File: src/rtl/router_fsm_ctrl.sv
// Packet-sequencing FSM for the 1x3 router: decodes the header, waits on the
// destination FIFO and strobes the router register phases. Optional WAIT_TILL_EMPTY
// timeout is built only when ROUTER_FSM_TIMEOUT_EN is defined.
module router_fsm_ctrl #(
  parameter int WAIT_TIMEOUT = 256,
  parameter int CNT_W        = 16
) (
  input  logic       router_clock,
  input  logic       reset,
  input  logic       pkt_valid,
  input  logic [1:0] data_in,
  input  logic       fifo_full,
  input  logic       fifo_empty_0,
  input  logic       fifo_empty_1,
  input  logic       fifo_empty_2,
  input  logic       soft_reset_0,
  input  logic       soft_reset_1,
  input  logic       soft_reset_2,
  input  logic       parity_done,
  input  logic       low_pkt_valid,
  output logic       detect_add,
  output logic       lfd_state,
  output logic       ld_state,
  output logic       full_state,
  output logic       laf_state,
  output logic       rst_int_reg,
  output logic       write_enb_reg,
  output logic       busy,
  output logic       timeout_err
);

  typedef enum logic [2:0] {
    S_DECODE = 3'd0,
    S_LFD    = 3'd1,
    S_LD     = 3'd2,
    S_FULL   = 3'd3,
    S_LAF    = 3'd4,
    S_LP     = 3'd5,
    S_CHK    = 3'd6,
    S_WAIT   = 3'd7
  } state_t;

  if ((WAIT_TIMEOUT < 2) || (WAIT_TIMEOUT > 65535) ||
      ((CNT_W < 31) && (WAIT_TIMEOUT >= (1 << CNT_W)))) begin : g_bad_param
    $error("router_fsm_ctrl: illegal WAIT_TIMEOUT/CNT_W combination");
  end

  state_t     r_state;
  state_t     w_next;
  logic [1:0] r_addr;
  logic [1:0] w_addr;
  logic       w_empty_sel;
  logic       w_srst_sel;
  logic       w_hdr_ok;
  logic       w_timeout;

  // In DECODE the header on data_in selects the FIFO; afterwards the latched address does.
  always_comb begin
    w_addr      = (r_state == S_DECODE) ? data_in : r_addr;
    w_empty_sel = 1'b0;
    w_srst_sel  = 1'b0;
    case (w_addr)
      2'd0: begin w_empty_sel = fifo_empty_0; w_srst_sel = soft_reset_0; end
      2'd1: begin w_empty_sel = fifo_empty_1; w_srst_sel = soft_reset_1; end
      2'd2: begin w_empty_sel = fifo_empty_2; w_srst_sel = soft_reset_2; end
      default: begin w_empty_sel = 1'b0; w_srst_sel = 1'b0; end
    endcase
  end

  assign w_hdr_ok = pkt_valid && (data_in != 2'b11);

`ifdef ROUTER_FSM_TIMEOUT_EN
  logic [CNT_W-1:0] r_cnt;

  always_ff @(posedge router_clock) begin
    if (reset || (r_state != S_WAIT)) r_cnt <= '0;
    else                              r_cnt <= r_cnt + 1'b1;
  end

  assign w_timeout = (r_state == S_WAIT) && !w_empty_sel &&
                     (r_cnt == CNT_W'(WAIT_TIMEOUT - 1));
`else
  assign w_timeout = 1'b0;
`endif

  always_comb begin
    w_next = r_state;
    if ((r_state != S_DECODE) && w_srst_sel) begin
      w_next = S_DECODE;
    end else begin
      case (r_state)
        S_DECODE: if (w_hdr_ok) w_next = w_empty_sel ? S_LFD : S_WAIT;
        S_LFD:    w_next = S_LD;
        S_LD:     if (fifo_full) w_next = S_FULL;
                  else if (!pkt_valid) w_next = S_LP;
        S_FULL:   if (!fifo_full) w_next = S_LAF;
        S_LAF:    if (parity_done) w_next = S_DECODE;
                  else if (low_pkt_valid) w_next = S_LP;
                  else w_next = S_LD;
        S_LP:     w_next = S_CHK;
        S_CHK:    w_next = fifo_full ? S_FULL : S_DECODE;
        S_WAIT:   if (w_empty_sel) w_next = S_LFD;
                  else if (w_timeout) w_next = S_DECODE;
        default:  w_next = S_DECODE;
      endcase
    end
  end

  // Outputs are registered from the next state so they always match r_state.
  always_ff @(posedge router_clock) begin
    if (reset) begin
      r_state       <= S_DECODE;
      r_addr        <= 2'b00;
      detect_add    <= 1'b1;
      lfd_state     <= 1'b0;
      ld_state      <= 1'b0;
      full_state    <= 1'b0;
      laf_state     <= 1'b0;
      rst_int_reg   <= 1'b0;
      write_enb_reg <= 1'b0;
      busy          <= 1'b0;
      timeout_err   <= 1'b0;
    end else begin
      r_state <= w_next;
      if ((r_state == S_DECODE) && w_hdr_ok) r_addr <= data_in;
      detect_add    <= (w_next == S_DECODE);
      lfd_state     <= (w_next == S_LFD);
      ld_state      <= (w_next == S_LD);
      full_state    <= (w_next == S_FULL);
      laf_state     <= (w_next == S_LAF);
      rst_int_reg   <= (w_next == S_CHK);
      write_enb_reg <= (w_next == S_LFD) || (w_next == S_LD) ||
                       (w_next == S_LP)  || (w_next == S_LAF);
      busy          <= !((w_next == S_DECODE) || (w_next == S_LD));
      timeout_err   <= w_timeout && !w_srst_sel;
    end
  end

endmodule

File: config.mk
export PLATFORM = sky130hd
export DESIGN_NAME = router_fsm_ctrl
export DESIGN_NICKNAME = d
export VERILOG_FILES = /design/src/rtl/router_fsm_ctrl.sv
export SDC_FILE = /design/constraint.sdc
export NUM_CORES = 1
export LEC_CHECK = 0
export ABC_AREA = 1
export BUFFER_PORTS_ARGS = -buffer_cell sky130_fd_sc_hd__buf_2
export CORE_MARGIN = 5
export CORE_UTILIZATION = 35
export DETAILED_ROUTE_END_ITERATION = 7
export GPL_TIMING_DRIVEN = 0
export PLACE_DENSITY_LB_ADDON = 0.1
export SYNTH_ARGS = -nofsm -noshare
export SYNTH_HDL_FRONTEND = slang
export SYNTH_SLANG_ARGS = --single-unit
export TNS_END_PERCENT = 50
File: constraint.sdc
create_clock -name router_clock -period 2.1 [get_ports router_clock]
set_input_delay 0.315 -clock router_clock [delete_from_list [all_inputs] [get_ports router_clock]]
set_output_delay 0.315 -clock router_clock [all_outputs]
set_load 0.01 [all_outputs]
# Word-level counts from Yosys, hierarchy flattened
# Index checks and enable logic that the tools add are counted.
# op_classes
eq_ne	16
reduce_logical	12
muxes	14
# ops
cell	count
3-bit 2-to-1 mux	9
3-bit case mux with 8 select lines	1
3-bit == test (second input constant)	7
3-bit by 2-bit == test with 1-bit output (second input constant)	4
3-bit by 1-bit == test with 1-bit output (second input constant)	2
3-bit logical NOT	2
1-bit case mux with 3 select lines	2
1-bit logical OR	4
2-bit 2-to-1 mux	2
1-bit logical AND	3
3-bit nonzero test	1
2-bit by 1-bit == test with 1-bit output (second input constant)	1
2-bit == test (second input constant)	1
2-bit logical NOT	1
2-bit inequality test (second input constant)	1
1-bit logical NOT	1
# totals
ff_bits	13
wordCells	52
out_inout_bits	9
in_bits	14

# Longest topological paths before layout
# depth
word_depth	12
depth_mapped	13
mapped_depth_nobuf	13

# Least setup slack after synthesis
# No wires, ideal clock.
# synth_path
path_type	register -> register
from	reg r_state[1]
to	reg lfd_state
setup_slack_ns	0.660
required_time_ns	1.984
path_stages_with_launch	12
setup_time_ns	0.116
t_arrival_ns	1.324
path_buffers	0
synth_period_minus_slack_ns	1.440
path_cell_list	dfxtp_1 nor2_4 nand2_4 nand2_2 nand2_2 nor2_2 nand2_1 nand3_2 nand2_2 nand2_2 nor2_2 and3_1
# synth_via
elab_chain_len	9
word_cells_on_any_way	25
cone_classes	eq/ne: 10; mux: 11; reduce/logical: 4
# synth_rtl
element	line	rtl
start, declared	48	state_t r_state;
start signal, assigned	124	r_state <= w_next;
3-bit logical NOT	59, 91	
2-bit 2-to-1 mux	59	w_addr = (r_state == S_DECODE) ? data_in : r_addr;
2-bit == test, or another cell as far along	62	case (w_addr)
1-bit case mux with 3 select lines	62	
3-bit 2-to-1 mux (2 in series)	92	S_DECODE: if (w_hdr_ok) w_next = w_empty_sel ? S_LFD : S_WAIT;
3-bit case mux with 8 select lines	91	case (r_state)
3-bit 2-to-1 mux *	88	if ((r_state != S_DECODE) && w_srst_sel) begin
3-bit by 1-bit == test with 1-bit output *	127	lfd_state <= (w_next == S_LFD);
end signal, assigned	127	
end, declared	22	output logic lfd_state,
# Every way passes the cells marked *; elsewhere a longest branch is shown, timed or not.
# A chain may end at the register's enable or synchronous reset.

# Worst setup path after layout
# layout_path
from	reg r_state[2]
to	reg write_enb_reg
# layout_via
elab_chain_len	12
word_cells_on_any_way	31
cone_classes	eq/ne: 13; mux: 11; reduce/logical: 7
# layout_rtl
element	line	rtl
3-bit logical NOT	59, 91	
2-bit 2-to-1 mux	59	
2-bit == test, or another cell as far along	62	
1-bit case mux with 3 select lines	62	
3-bit 2-to-1 mux (2 in series)	92	
3-bit case mux with 8 select lines	91	
3-bit 2-to-1 mux *	88	
3-bit by 1-bit == test with 1-bit output or 3-bit by 2-bit == test with 1-bit output (tied branches)	132	write_enb_reg <= (w_next == S_LFD) || (w_next == S_LD) ||
1-bit logical OR (2 in series)	132	
1-bit logical OR *	133	(w_next == S_LP) || (w_next == S_LAF);
end signal, assigned	132	
end, declared	27	output logic write_enb_reg,
# Marked as above.

==> results.toml <==
[run_status]
status = "finished, final reports clean"

[cts]
clkTransAtPathRegs_ns = 0.08
numCtsBuffers = 3
postCtsHoldBufs = 0
cts_setup_buffers = 0
h-tree-depth = 1
insertion_delay_ns = 0.27
cts_tree = "done"
clock_sinks = 13
cts_buffer_depth = 2
cts_root_buffer = "clkbuf_4"
post_cts_resized = 0

[floorplanning]
core-area_um2 = 1982
die_area_um2 = 3101
dieWidth_um = 55.69
start_util_pct = 36.87
die_h_um = 55.69
rows = 16
ios = 23

[setup_path]
reg2regPathDepth = 12
crit_end = "write_enb_reg"
crit_start = "r_state[2]"
rrSetupSlack_ns = 0.46
path_max_fanout = 7
critPathArrivalTime_ns = 1.86
rr_endpoint = "write_enb_reg"
crit_type = "flip-flop to flip-flop"
startpoint_type = "flip-flop"
cp_data_required_time_ns = 2.32
cp-end-kind = "flip-flop"
r2r_start = "r_state[2]"

[cells_and_area]
fin_area_um2 = 897.1
multi_input_area_um2 = 406.6
top_register = "r_state"
final_layout_size_suffix_gt1_share_pct = 35.71
seq_area_um2 = 260.3
area_growth_pct = 22.77
reg_top3 = "r_state (3), r_addr (2)"
largest_reg_flops = 3
antennaDiodeCount = 0
finalNetCount = 141
nFillCells = 216

[synthesis]
synth_seq_area_share_pct = 35.62
synth_seq_cells = 13
synth.net_count = 115
ys_warn_count = 0
synth_area_um2 = 730.7
syn-instance-count = 101
ys_types = 25
syn_avg_cell_area_um2 = 7.235

[global_routing]
antenna_found_initial = 0
gr-usage-all-layers_pct = 11.12
grt_pass1_vias = 675
grt_remaining_overflow = 0
grt_max_degree = 9
grt_pass1_wl_um = 2746

[sta]
hold_viol_final = 0
rsz0062_at_grt = "no"
skew_ns = 0.0009760
fmax_mhz = 609.0
finalCriticalPeriod_ns = 1.642
timing.setup.tns_ns = 0
slew_viol_final = 0
setup_viol = 0
finalCritPeriodShare_pct = 78.19

[place]
port-buffer-count = 21
placed_cell_area_um2 = 869.6
place_hpwl_um = 1281
routabilityCongestion = 0.8917

[routing]
drc = 0
dr_total_vias = 701
ant_nets = 0
vias_per_cell = 4.582
drtIter0Drc = 8
drt_pass1_iterations = 4
wl_um = 1518
routedWlPerCell_um = 9.922

[pwr]
p_per_area_nw_per_um2 = 1406
p_leak_nw = 0.4577
vdd_ir_drop_max_uv = 703.2

[hold_path]
hold_class = "primary input to flip-flop"

[flow_run]
cap_viol_max_count = 0
==> critical path, stage by stage (launching register included) <==
cell	delay (ns)
dfxtp_1	0.45
inv_2	0.12
nand2_4	0.12
nand2_2	0.06
nand2_2	0.10
nor2_2	0.05
nand2_1	0.07
nand4_1	0.10
nand2_2	0.11
nand3_2	0.14
nor2_2	0.12
nand2_1	0.08
nand2_1	0.06
==> cell type report <==
| class | count | share of cell area [%] |
|---|---|---|
| Inverter | 15 | 6.276 |
| Clock buffer | 3 | 2.510 |
| Clock inverter | 1 | 0.5579 |
| Timing Repair Buffer | 21 | 11.72 |
| Tap cell | 27 | 3.766 |
| Buffer | 1 | 0.8368 |
| Multi-Input combinational cell | 72 | 45.33 |
| Sequential cell | 13 | 29.01 |
==> cells by family (layout without fill, tap and decap cells) <==
| kind of cell | count (synthesis) | after routing | synth area share (%) |
|---|---|---|---|
| simple gates | 61 | 61 | 47.09 |
| buf+inv | 16 | 41 | 8.733 |
| other cells | 1 | 1 | 0.5132 |
| flops | 13 | 13 | 35.62 |
| compound gates | 10 | 10 | 8.048 |
==> placed cells by master (no fill, tap or decap) <==
cell type  instances
and3_1             1
a21oi_1            3
nand2_1           15
dfxtp_1           13
inv_1             14
nand2_4            1
clkbuf_4           3
nand3_1           11
a21oi_2            1
nor2_1             5
nand3_2            2
nor2_2             4
and2_1             1
buf_2             21
nand4_1            5
nand3b_1           1
a211oi_1           1
nor2_4             1
o21ai_0            4
inv_2              1
o211ai_1           1
nor3b_1            1
nand3_4            1
nor3_1             4
clkinv_2           1
nand2_2            8
conb_1             1
buf_4              1
==> report_power, final <==
part	switching (mW)	internal (mW)	leakage (nW)
Sequential	0.0490	0.337	0.107
Clock	0.0792	0.0705	0.0177
Combinational	0.465	0.261	0.333
==> metrics by stage <==
| stage | hold slack (ns) | util, % | power [mW] | std cells | worst slack [ns] |
|---|---|---|---|---|---|
| after floorplan | 0.3833 | - | 0.9605 | 101 | 0.6602 |
| after global placement | 0.4715 | 43.88 | 1.129 | 149 | 0.4550 |
| after detailed placement | 0.4699 | 43.88 | 1.128 | 149 | 0.4631 |
| after CTS | 0.3038 | 45.27 | 1.286 | 153 | 0.4410 |
| after global routing | 0.3101 | 45.27 | 1.406 | 153 | 0.1988 |
| final | 0.3274 | 45.27 | 1.261 | 153 | 0.4581 |
==> cells in the mapped netlist <==
| cell type | instances | share of area, % |
|---|---|---|
| a211oi_1 | 1 | 1.0 |
| a21oi_1 | 3 | 2.1 |
| nand3_2 | 2 | 2.7 |
| nor3_1 | 4 | 2.7 |
| a21oi_2 | 1 | 1.2 |
| nor2_1 | 5 | 2.6 |
| inv_1 | 14 | 7.2 |
| buf_4 | 1 | 1.0 |
| nor2_4 | 1 | 1.5 |
| and3_1 | 1 | 0.86 |
| nand3b_1 | 1 | 1.0 |
| nand2_2 | 8 | 6.8 |
| dfxtp_1 | 13 | 36 |
| and2_1 | 1 | 0.86 |
| conb_1 | 1 | 0.51 |
| nor2_2 | 4 | 3.4 |
| inv_2 | 1 | 0.51 |
| nand4_1 | 5 | 4.3 |
| nand2_1 | 15 | 7.7 |
| nand2_4 | 1 | 1.5 |
| o211ai_1 | 1 | 1.0 |
| nand3_4 | 1 | 2.4 |
| nand3_1 | 11 | 7.5 |
| o21ai_0 | 4 | 2.7 |
| nor3b_1 | 1 | 1.0 |
==> layer usage <==
layer	vias to the layer above	share of wire, %	track usage [%]
li1	385	-	-
met2	18	47	18.07
met5	-	0	0
met1	296	44	12.66
met3	2	8.0	5.104
met4	0	0.53	4.167
==> worst min-delay path by stage <==
stage,from,end,slack (ns),cells after the start
3_5_place_dp,r_addr[0],r_addr[0],0.47,2
6_report,reset,r_state[2],0.33,2
3_3_place_gp,r_addr[0],r_addr[0],0.47,2
5_1_grt,reset,r_state[2],0.31,2
4_1_cts,reset,r_state[2],0.30,2
2_1_floorplan,reset,busy,0.38,1
No activity file was read; power rests on OpenSTA's default activity.
